--- config.mk ---
export PLATFORM = sky130hd
export DESIGN_NAME = cell_sprite_drawer
export DESIGN_NICKNAME = d
export VERILOG_FILES = /design/src/rtl/cell_sprite_drawer.sv
export SDC_FILE = /design/constraint.sdc
export NUM_CORES = 1
export LEC_CHECK = 0
export ABC_AREA = 1
export CORE_UTILIZATION = 54
export CTS_CLUSTER_SIZE = 12
export DETAILED_ROUTE_END_ITERATION = 16
export PLACE_DENSITY = 0.8
export SLEW_MARGIN = 20
export SYNTH_ARGS = -nofsm -noshare
export SYNTH_HDL_FRONTEND = slang
export SYNTH_SLANG_ARGS = --single-unit
--- constraint.sdc ---
create_clock -name clock -period 3.65 [get_ports clock]
set_clock_uncertainty 0.1 [all_clocks]
set_input_delay 0.73 -clock clock [delete_from_list [all_inputs] [get_ports clock]]
set_output_delay 0.73 -clock clock [all_outputs]
set_load 0.01 [all_outputs]
--- src/rtl/cell_sprite_drawer.sv ---
// Rasterises one CELL_SIZE x CELL_SIZE board sprite into the VGA adapter write port, one pixel per clock.
// Optional build macro GRID_LINE_EN: ring pixels of empty/disk cells are drawn black as the board grid line.
module cell_sprite_drawer #(
    parameter int CELL_SIZE = 12,
    parameter int CNT_W     = 4
) (
    input  logic       clock,
    input  logic       resetn,
    input  logic       start,
    input  logic [7:0] x_base,
    input  logic [6:0] y_base,
    input  logic [1:0] select,
    output logic [7:0] vga_x,
    output logic [6:0] vga_y,
    output logic [2:0] vga_colour,
    output logic       write_en,
    output logic       busy,
    output logic       done
);

    typedef enum logic [1:0] {
        S_IDLE = 2'd0,
        S_DRAW = 2'd1,
        S_DONE = 2'd2
    } state_t;

    localparam logic [2:0] GREEN  = 3'b010;
    localparam logic [2:0] YELLOW = 3'b110;
    localparam logic [2:0] BLACK  = 3'b000;
    localparam logic [2:0] WHITE  = 3'b111;
`ifdef GRID_LINE_EN
    localparam logic [2:0] RING_C = BLACK;
`else
    localparam logic [2:0] RING_C = GREEN;
`endif

    localparam logic [CNT_W-1:0] LAST = CNT_W'(CELL_SIZE - 1);
    localparam logic [CNT_W-1:0] DLO  = CNT_W'(2);
    localparam logic [CNT_W-1:0] DHI  = CNT_W'(CELL_SIZE - 3);

    state_t           r_state, w_state;
    logic [CNT_W-1:0] r_row, r_col, w_row, w_col;
    logic [7:0]       r_xb, w_xb;
    logic [6:0]       r_yb, w_yb;
    logic [1:0]       r_sel, w_sel;
    logic [7:0]       r_vga_x, w_vga_x;
    logic [6:0]       r_vga_y, w_vga_y;
    logic [2:0]       r_colour, w_colour;
    logic             r_we, r_busy, r_done;
    logic             w_draw;

    // Disk is the inner square two pixels in from the edge with its four corners clipped.
    function automatic logic [2:0] f_colour(input logic [1:0] sel,
                                            input logic [CNT_W-1:0] row,
                                            input logic [CNT_W-1:0] col);
        logic ring, disk, corner;
        ring   = (row == '0) || (col == '0) || (row == LAST) || (col == LAST);
        disk   = (row >= DLO) && (row <= DHI) && (col >= DLO) && (col <= DHI);
        corner = ((row == DLO) || (row == DHI)) && ((col == DLO) || (col == DHI));
        if (sel == 2'd1)
            return ring ? YELLOW : GREEN;
        if (ring)
            return RING_C;
        if (sel[1] && disk && !corner)
            return sel[0] ? WHITE : BLACK;
        return GREEN;
    endfunction

    always_comb begin
        w_state = r_state;
        w_row   = r_row;
        w_col   = r_col;
        w_xb    = r_xb;
        w_yb    = r_yb;
        w_sel   = r_sel;
        case (r_state)
            S_IDLE: begin
                if (start) begin
                    w_state = S_DRAW;
                    w_row   = '0;
                    w_col   = '0;
                    w_xb    = x_base;
                    w_yb    = y_base;
                    w_sel   = select;
                end
            end
            S_DRAW: begin
                if (r_row == LAST && r_col == LAST) begin
                    w_state = S_DONE;
                    w_row   = '0;
                    w_col   = '0;
                end else if (r_col == LAST) begin
                    w_col = '0;
                    w_row = r_row + CNT_W'(1);
                end else begin
                    w_col = r_col + CNT_W'(1);
                end
            end
            S_DONE:  w_state = S_IDLE;
            default: w_state = S_IDLE;
        endcase

        // Outputs are precomputed for the pixel that will be on the port after this edge.
        w_draw   = (w_state == S_DRAW);
        w_vga_x  = w_draw ? (w_xb + 8'(w_col)) : r_vga_x;
        w_vga_y  = w_draw ? (w_yb + 7'(w_row)) : r_vga_y;
        w_colour = w_draw ? f_colour(w_sel, w_row, w_col) : r_colour;
    end

    always_ff @(posedge clock or posedge resetn) begin
        if (resetn) begin
            r_state  <= S_IDLE;
            r_row    <= '0;
            r_col    <= '0;
            r_xb     <= '0;
            r_yb     <= '0;
            r_sel    <= '0;
            r_vga_x  <= '0;
            r_vga_y  <= '0;
            r_colour <= '0;
            r_we     <= 1'b0;
            r_busy   <= 1'b0;
            r_done   <= 1'b0;
        end else begin
            r_state  <= w_state;
            r_row    <= w_row;
            r_col    <= w_col;
            r_xb     <= w_xb;
            r_yb     <= w_yb;
            r_sel    <= w_sel;
            r_vga_x  <= w_vga_x;
            r_vga_y  <= w_vga_y;
            r_colour <= w_colour;
            r_we     <= w_draw;
            r_busy   <= (w_state != S_IDLE);
            r_done   <= (w_state == S_DONE);
        end
    end

    assign vga_x      = r_vga_x;
    assign vga_y      = r_vga_y;
    assign vga_colour = r_colour;
    assign write_en   = r_we;
    assign busy       = r_busy;
    assign done       = r_done;

endmodule

==> flow_summary.yaml, run 1 <==
placed_design:
  portBuffers: 40
  gp_congestion: 0.837
  hpwl_um: 3640
  place_area_mm2: 0.00309
layout:
  n_antenna_cell: 0
  fillers: 366
  final_cell_area_mm2: 0.00319
  syn2layout_area_growth_pct: 20.7
  drive_gt1_share_pct: 14.5
  nNetsFinal: 382
power:
  leakagePower_nw: 1.60
  powerDensity_mw_per_mm2: 279
  irDropWorstVdd_uv: 219
  power_mw: 0.890
route:
  post_drt_wl_per_cell_um: 11.6
  avgViaCountPerCell: 5.00
  ant_nets: 0
  drcViolationCount: 0
  routed-via-count: 2088
  drt_wl_total_um: 4860
  drt_iter0_markers: 89
  dr.pass1.iters: 4
sta:
  final.setup.tns_ns: 0
  slew_viol_final: 0
  fin_crit_sh_pct: 84.0
  fmax_mhz: 326
  tightest_slew_ns: 0.793
  setup_viol: 0
  relSlewSlack_pct: 47.1
  final.min_clock_period_ns: 3.07
  rsz0062_at_grt: "false"
  hold_viol_final: 0
synth:
  ys_ff_latch: 48
  ys_seq_area_share_pct: 45.5
  synth_area_per_cell_um2: 8.61
  syn_inst: 307
  synth_area_mm2: 0.00264
  ys_warn_count: 0
  ys_types: 34
  syn-num-nets: 339
setup_path:
  r2r_cells: 12
  worstSetupStartpointType: "primary input"
  crit_path_start: "start"
  cp_max_fo: 13
  worstReg2RegStart: "r_col[0]$_DFF_PP0_"
  end_kind: "register"
  ff2ff_setup_slack_ns: 0.80
  cp.required_ns: 3.73
  r2r_end: "vga_y[6]$_DFFE_PP0P_"
  criticalPathCategory: "primary input to register"
  critPathArrivalTime_ns: 3.14
global_route:
  gr-total-overflow: 0
  grt_max_degree: 49
  grt_pass1_vias: 1996
  antenna_found_initial: 0
  track_usage_pct: 21.4
  grt_pass1_wl_um: 8560
cts:
  cts.sinks: 48
  cts_buffer_depth: 2
  cts-root-buf: "clkbuf_8"
  tritoncts: "done"
  cts_resized: 0
  htree_levels: 2
  post_cts_buffers: 0
  cts_hold_buf: 0
  clk_latency_ns: 0.30
  clk_pin_slew_ns: 0.09
  cts_made_buffers: 5
hold_path:
  hp-class: "register to register"
  hold_end: "vga_y[1]$_DFFE_PP0P_"
  hold_depth: 2
  hold_path_startpoint: "vga_y[1]$_DFFE_PP0P_"
floorplanning:
  die_w_um: 72.0
  rows: 25
  ios: 41
  start_util_pct: 55.9
  dieArea_mm2: 0.00518
  die_h_um: 72.0
  coreArea_mm2: 0.00472
flow_run:
  cap_violations: 0
outcome:
  run_status: "finished clean"
cell usage after synthesis:
cell	count	area, um2
a21oi_1	6	30.0
nand2_2	6	37.5
buf_2	3	15.0
o21ai_1	11	55.1
or2_1	1	6.26
o21ai_4	1	16.3
and2_0	1	6.26
dfrtp_1	48	1200
nor2_2	4	25.0
xnor2_1	4	35.0
nor2_1	26	97.6
nand2_4	2	22.5
inv_4	1	6.26
nand3b_1	2	15.0
nand2_1	82	308
nand3_1	16	80.1
a21o_1	1	7.51
nor2_4	1	11.3
nand3_2	4	40.0
xor2_1	6	52.6
fa_1	2	40.0
a21oi_2	2	17.5
a31oi_1	2	12.5
o21ai_0	8	40.0
o21ai_2	1	8.76
or2_2	1	6.26
nand4_1	1	6.26
mux2_2	11	124
nor3_2	1	10.0
ha_1	10	125
buf_6	3	33.8
inv_2	5	18.8
a21boi_1	1	7.51
inv_1	33	124
routing by layer:
metal  global-route usage (%)  routed length, um  part of all wire [%]
met1                     26.0               2070                    43
met5                        0                  0                     0
met3                     4.44                214                   4.4
met4                     8.06                110                   2.3
met2                     37.7               2460                    51
power breakdown:
part | switching, mW | total (mW) | internal (mW)
clock network | 0.172 | 0.327 | 0.155
logic | 0.0135 | 0.0313 | 0.0179
registers | 0 | 0.531 | 0.531
sequential cells by signal, summed over array words and instances (netlist names), 2 cells and up:
signal,count
r_yb,7
r_xb,8
r_state,2
r_col,4
vga_y,7
r_sel,2
vga_x,8
r_row,4
vga_colour,3
how the worst max path moves through the flow:
stage	to	cells after the start
after floorplan	vga_y[6]$_DFFE_PP0P_	10
after global placement	vga_y[6]$_DFFE_PP0P_	9
after detailed placement	vga_y[6]$_DFFE_PP0P_	9
after CTS	vga_y[6]$_DFFE_PP0P_	9
after global routing	vga_y[6]$_DFFE_PP0P_	9
final	vga_y[6]$_DFFE_PP0P_	9
logic make-up after synthesis:
family          Yosys count  share of synthesized area [%]
simple gates            148                           25.4
flops                    48                           45.5
buf+inv                  45                           7.48
compound gates           33                           7.39
fa+ha+maj                12                           6.25
mux                      11                           4.69
xor+xnor                 10                           3.31
through the flow:
stage / setup slack (ns) / hold WS [ns] / utilization (%) / cells
after floorplan: 0.747 / 0.373 / - / 307
final: 0.584 / 0.383 / 67.5 / 418
after detailed placement: 0.214 / 0.363 / 65.5 / 410
after global routing: 0.377 / 0.407 / 67.5 / 418
after global placement: 0.306 / 0.361 / 65.5 / 410
after CTS: 0.568 / 0.388 / 67.5 / 418
cells in the final DEF, fill, tap and decap left out, types with 2 or more instances in the layout:
cell             netlist  layout
nand2_1               82      82
dfrtp_1               48      48
clkdlybuf4s50_1        0      40
inv_1                 33      32
nor2_1                26      26
nand3_1               16      16
o21ai_1               11      11
mux2_2                11      11
ha_1                  10      10
o21ai_0                8       8
nand2_2                6       6
a21oi_1                6       6
xor2_1                 6       6
clkbuf_8               0       6
inv_2                  5       5
nand3_2                4       4
nor2_2                 4       4
xnor2_1                4       4
nand2_4                2       2
a21oi_2                2       2
nand3b_1               2       2
a31oi_1                2       2
clkinv_2               0       2
fa_1                   2       2
buf_4                  0       2
final cells by class:
| class | instances | area, um2 | area share (%) |
|---|---|---|---|
| Multi-Input combinational cell | 214 | 1240 | 39.0 |
| Sequential cell | 48 | 1200 | 37.6 |
| Timing Repair Buffer | 42 | 415 | 13.0 |
| Inverter | 39 | 150 | 4.71 |
| Tap cell | 67 | 83.8 | 2.63 |
| Clock buffer | 6 | 82.6 | 2.59 |
| Clock inverter | 2 | 13.8 | 0.431 |
worst max-delay path: stages:
cell	delay (ns)
clkdlybuf4s50_1	0.49
nand2_2	0.29
mux2_2	0.39
ha_1	0.22
fa_1	0.43
a31oi_1	0.30
nor3_2	0.07
xnor2_1	0.14
o21ai_1	0.07
Power figures use the tool's default switching activity.
==> run 2, diff against run 1 <==
CORE_UTILIZATION = 49   (was 54)
PLACE_DENSITY = 0.77   (was 0.8)
clock period = 2.5 ns   (was 3.65 ns; I/O delays follow)
==> run 2 against run 1 <==
Net effect: via count increased by 7.3%; critical endpoint unchanged; power is 48% higher; cell count grew 9.6%; critical path type is now register to register; global-route usage rose by 1.4 points; final area increased by 12%; first-iteration DRC count is 10% lower; core utilization up 2.1 points; count of clock-buffer cells in the layout stayed put; routed wire length rose by 19%.
==> flow_summary.yaml, run 2 (same netlist as run 1, synthesis figures left out) <==
outcome:
  run_status: "finished clean"
placed_design:
  portBuffers: 40
  hpwl_um: 4440
  gp_congestion: 0.877
  dpl_worst_slack_ns: -0.486
sta:
  final.min_clock_period_ns: 2.37
  setup_viol: 0
  hold_slack_ns: 0.376
  fin_crit_sh_pct: 94.9
  relSlewSlack_pct: 75.0
  hold_viol_final: 0
  fmax_mhz: 421
  layout_setup_ws_ns: 0.127
  tightest_slew_ns: 0.374
  slew_viol_final: 0
route:
  avgViaCountPerCell: 4.89
  drcViolationCount: 0
  drt_wl_total_um: 5790
  ant_nets: 0
  drt_iter0_markers: 80
  dr.pass1.iters: 4
  post_drt_wl_per_cell_um: 12.7
  routed-via-count: 2240
layout:
  post-route-util_pct: 69.6
  n_antenna_cell: 0
  final_common_cell: "nand2_1"
  final_cell_mix: "nand2_1, dfrtp_1, clkdlybuf4s50_1, buf_4, inv_1"
  drive_gt1_share_pct: 26.0
  syn2layout_area_growth_pct: 35.4
  nNetsFinal: 419
setup_path:
  criticalPathCategory: "register to register"
  cp_max_fo: 8
  end_kind: "register"
  cp.required_ns: 2.59
  ff2ff_setup_slack_ns: 0.13
  worstSetupStartpointType: "register"
  critPathArrivalTime_ns: 2.46
  r2r_cells: 12
cts:
  cts-root-buf: "clkbuf_8"
  clk_pin_slew_ns: 0.09
  cts_buffer_depth: 2
  cts_made_buffers: 5
  cts.sinks: 48
  clk_latency_ns: 0.30
  htree_levels: 2
  tritoncts: "done"
hold_path:
  hp-class: "register to register"
  hold_depth: 2
global_route:
  grt_pass1_wl_um: 9650
  gr-total-overflow: 0
  grt_pass1_vias: 2143
  grt_max_degree: 27
  track_usage_pct: 22.9
  antenna_found_initial: 0
power:
  powerDensity_mw_per_mm2: 367
  internal-power_mw: 1.03
  clock_power_share_pct: 37.0
  irDropWorstVdd_uv: 351
  p_sw_mw: 0.285
  pwr-share-seq_pct: 59.0
  swShare_pct: 21.7
  leakagePower_nw: 1.79
  power_frac_comb_pct: 4.0
  power_mw: 1.31
floorplanning:
  die_w_um: 75.4
  start_util_pct: 51.4
  dieArea_mm2: 0.00569
  rows: 26
  die_h_um: 75.4
  coreArea_mm2: 0.00514
  ios: 41
flow_run:
  cap_violations: 0
## run 2: cell count changes in the layout (fill, tap and decap cells not counted), sizes merged
cell	change
buf	+37
clkdlybuf4s50	-1
clkinv	-2
clkinvlp	+2
dlygate4sd2	+1
## run 2: worst paths after layout
kind / from / end
worst max-delay path: r_col[1]$_DFF_PP0_ / vga_y[6]$_DFFE_PP0P_
min in group asynchronous: resetn / vga_x[2]$_DFFE_PP0P_
worst min register to register: vga_x[0]$_DFFE_PP0P_ / vga_x[0]$_DFFE_PP0P_
worst min-delay path: vga_x[0]$_DFFE_PP0P_ / vga_x[0]$_DFFE_PP0P_
max in group asynchronous: resetn / r_state[1]$_DFF_PP0_
worst max register to register: r_col[1]$_DFF_PP0_ / vga_y[6]$_DFFE_PP0P_
## run 2: through the flow
| step | TNS, ns | instances | cell area [um2] |
|---|---|---|---|
| 2_1_floorplan | 0 | 307 | 2680 |
| 3_3_place_gp | -4.03 | 447 | 3400 |
| 3_5_place_dp | -4.59 | 447 | 3400 |
| 4_1_cts | 0 | 455 | 3510 |
| 5_1_grt | -0.0000535 | 458 | 3580 |
| 6_report | 0 | 458 | 3580 |
## run 2: power by group through the flow
stage	Clock (mW)	Combinational (mW)	Sequential, mW
floorplan	0	0.0116	0.791
global placement	0	0.0533	0.791
detailed placement	0	0.0536	0.791
CTS	0.504	0.0536	0.776
global route	0.537	0.0584	0.776
finish	0.487	0.0520	0.776
## run 2: routing by layer
layer	share of wire [%]	up-vias	track usage, %	routed length, um
li1	-	1127	-	-
met1	43	1068	28.9	2500
met2	52	39	40.3	3030
met3	3.6	6	4.10	208
met4	0.98	0	6.58	57
met5	0	-	0	0
## run 2: worst max-delay path, cell delays in order, from the launching register on
cell and delay (ns):
dfrtp_1 0.41, ha_4 0.18, nand3_4 0.12, nor2_2 0.15
nor2_2 0.08, nand2_1 0.06, nand2_1 0.09, ha_1 0.24
fa_2 0.37, a31oi_4 0.17, nor3_2 0.06, xnor2_1 0.16
o21ai_1 0.07
## run 2: timing repair
item / in CTS / in global routing
buffers inserted: 0 / 3
gates resized for setup: 4 / 9
hold buffers: 0 / 0
pin swaps: 0 / 4
endpoints found under the setup margin: 9 / 6
## run 2: layout make-up
cell class | count | area (um2)
fillers | 442 | 1560
multi-input cells | 214 | 1340
flip-flops and latches | 48 | 1200
repair buffers | 79 | 704
inverters | 39 | 149
well taps | 70 | 87.6
clock buffers | 6 | 82.6
clock inverters | 2 | 15.0
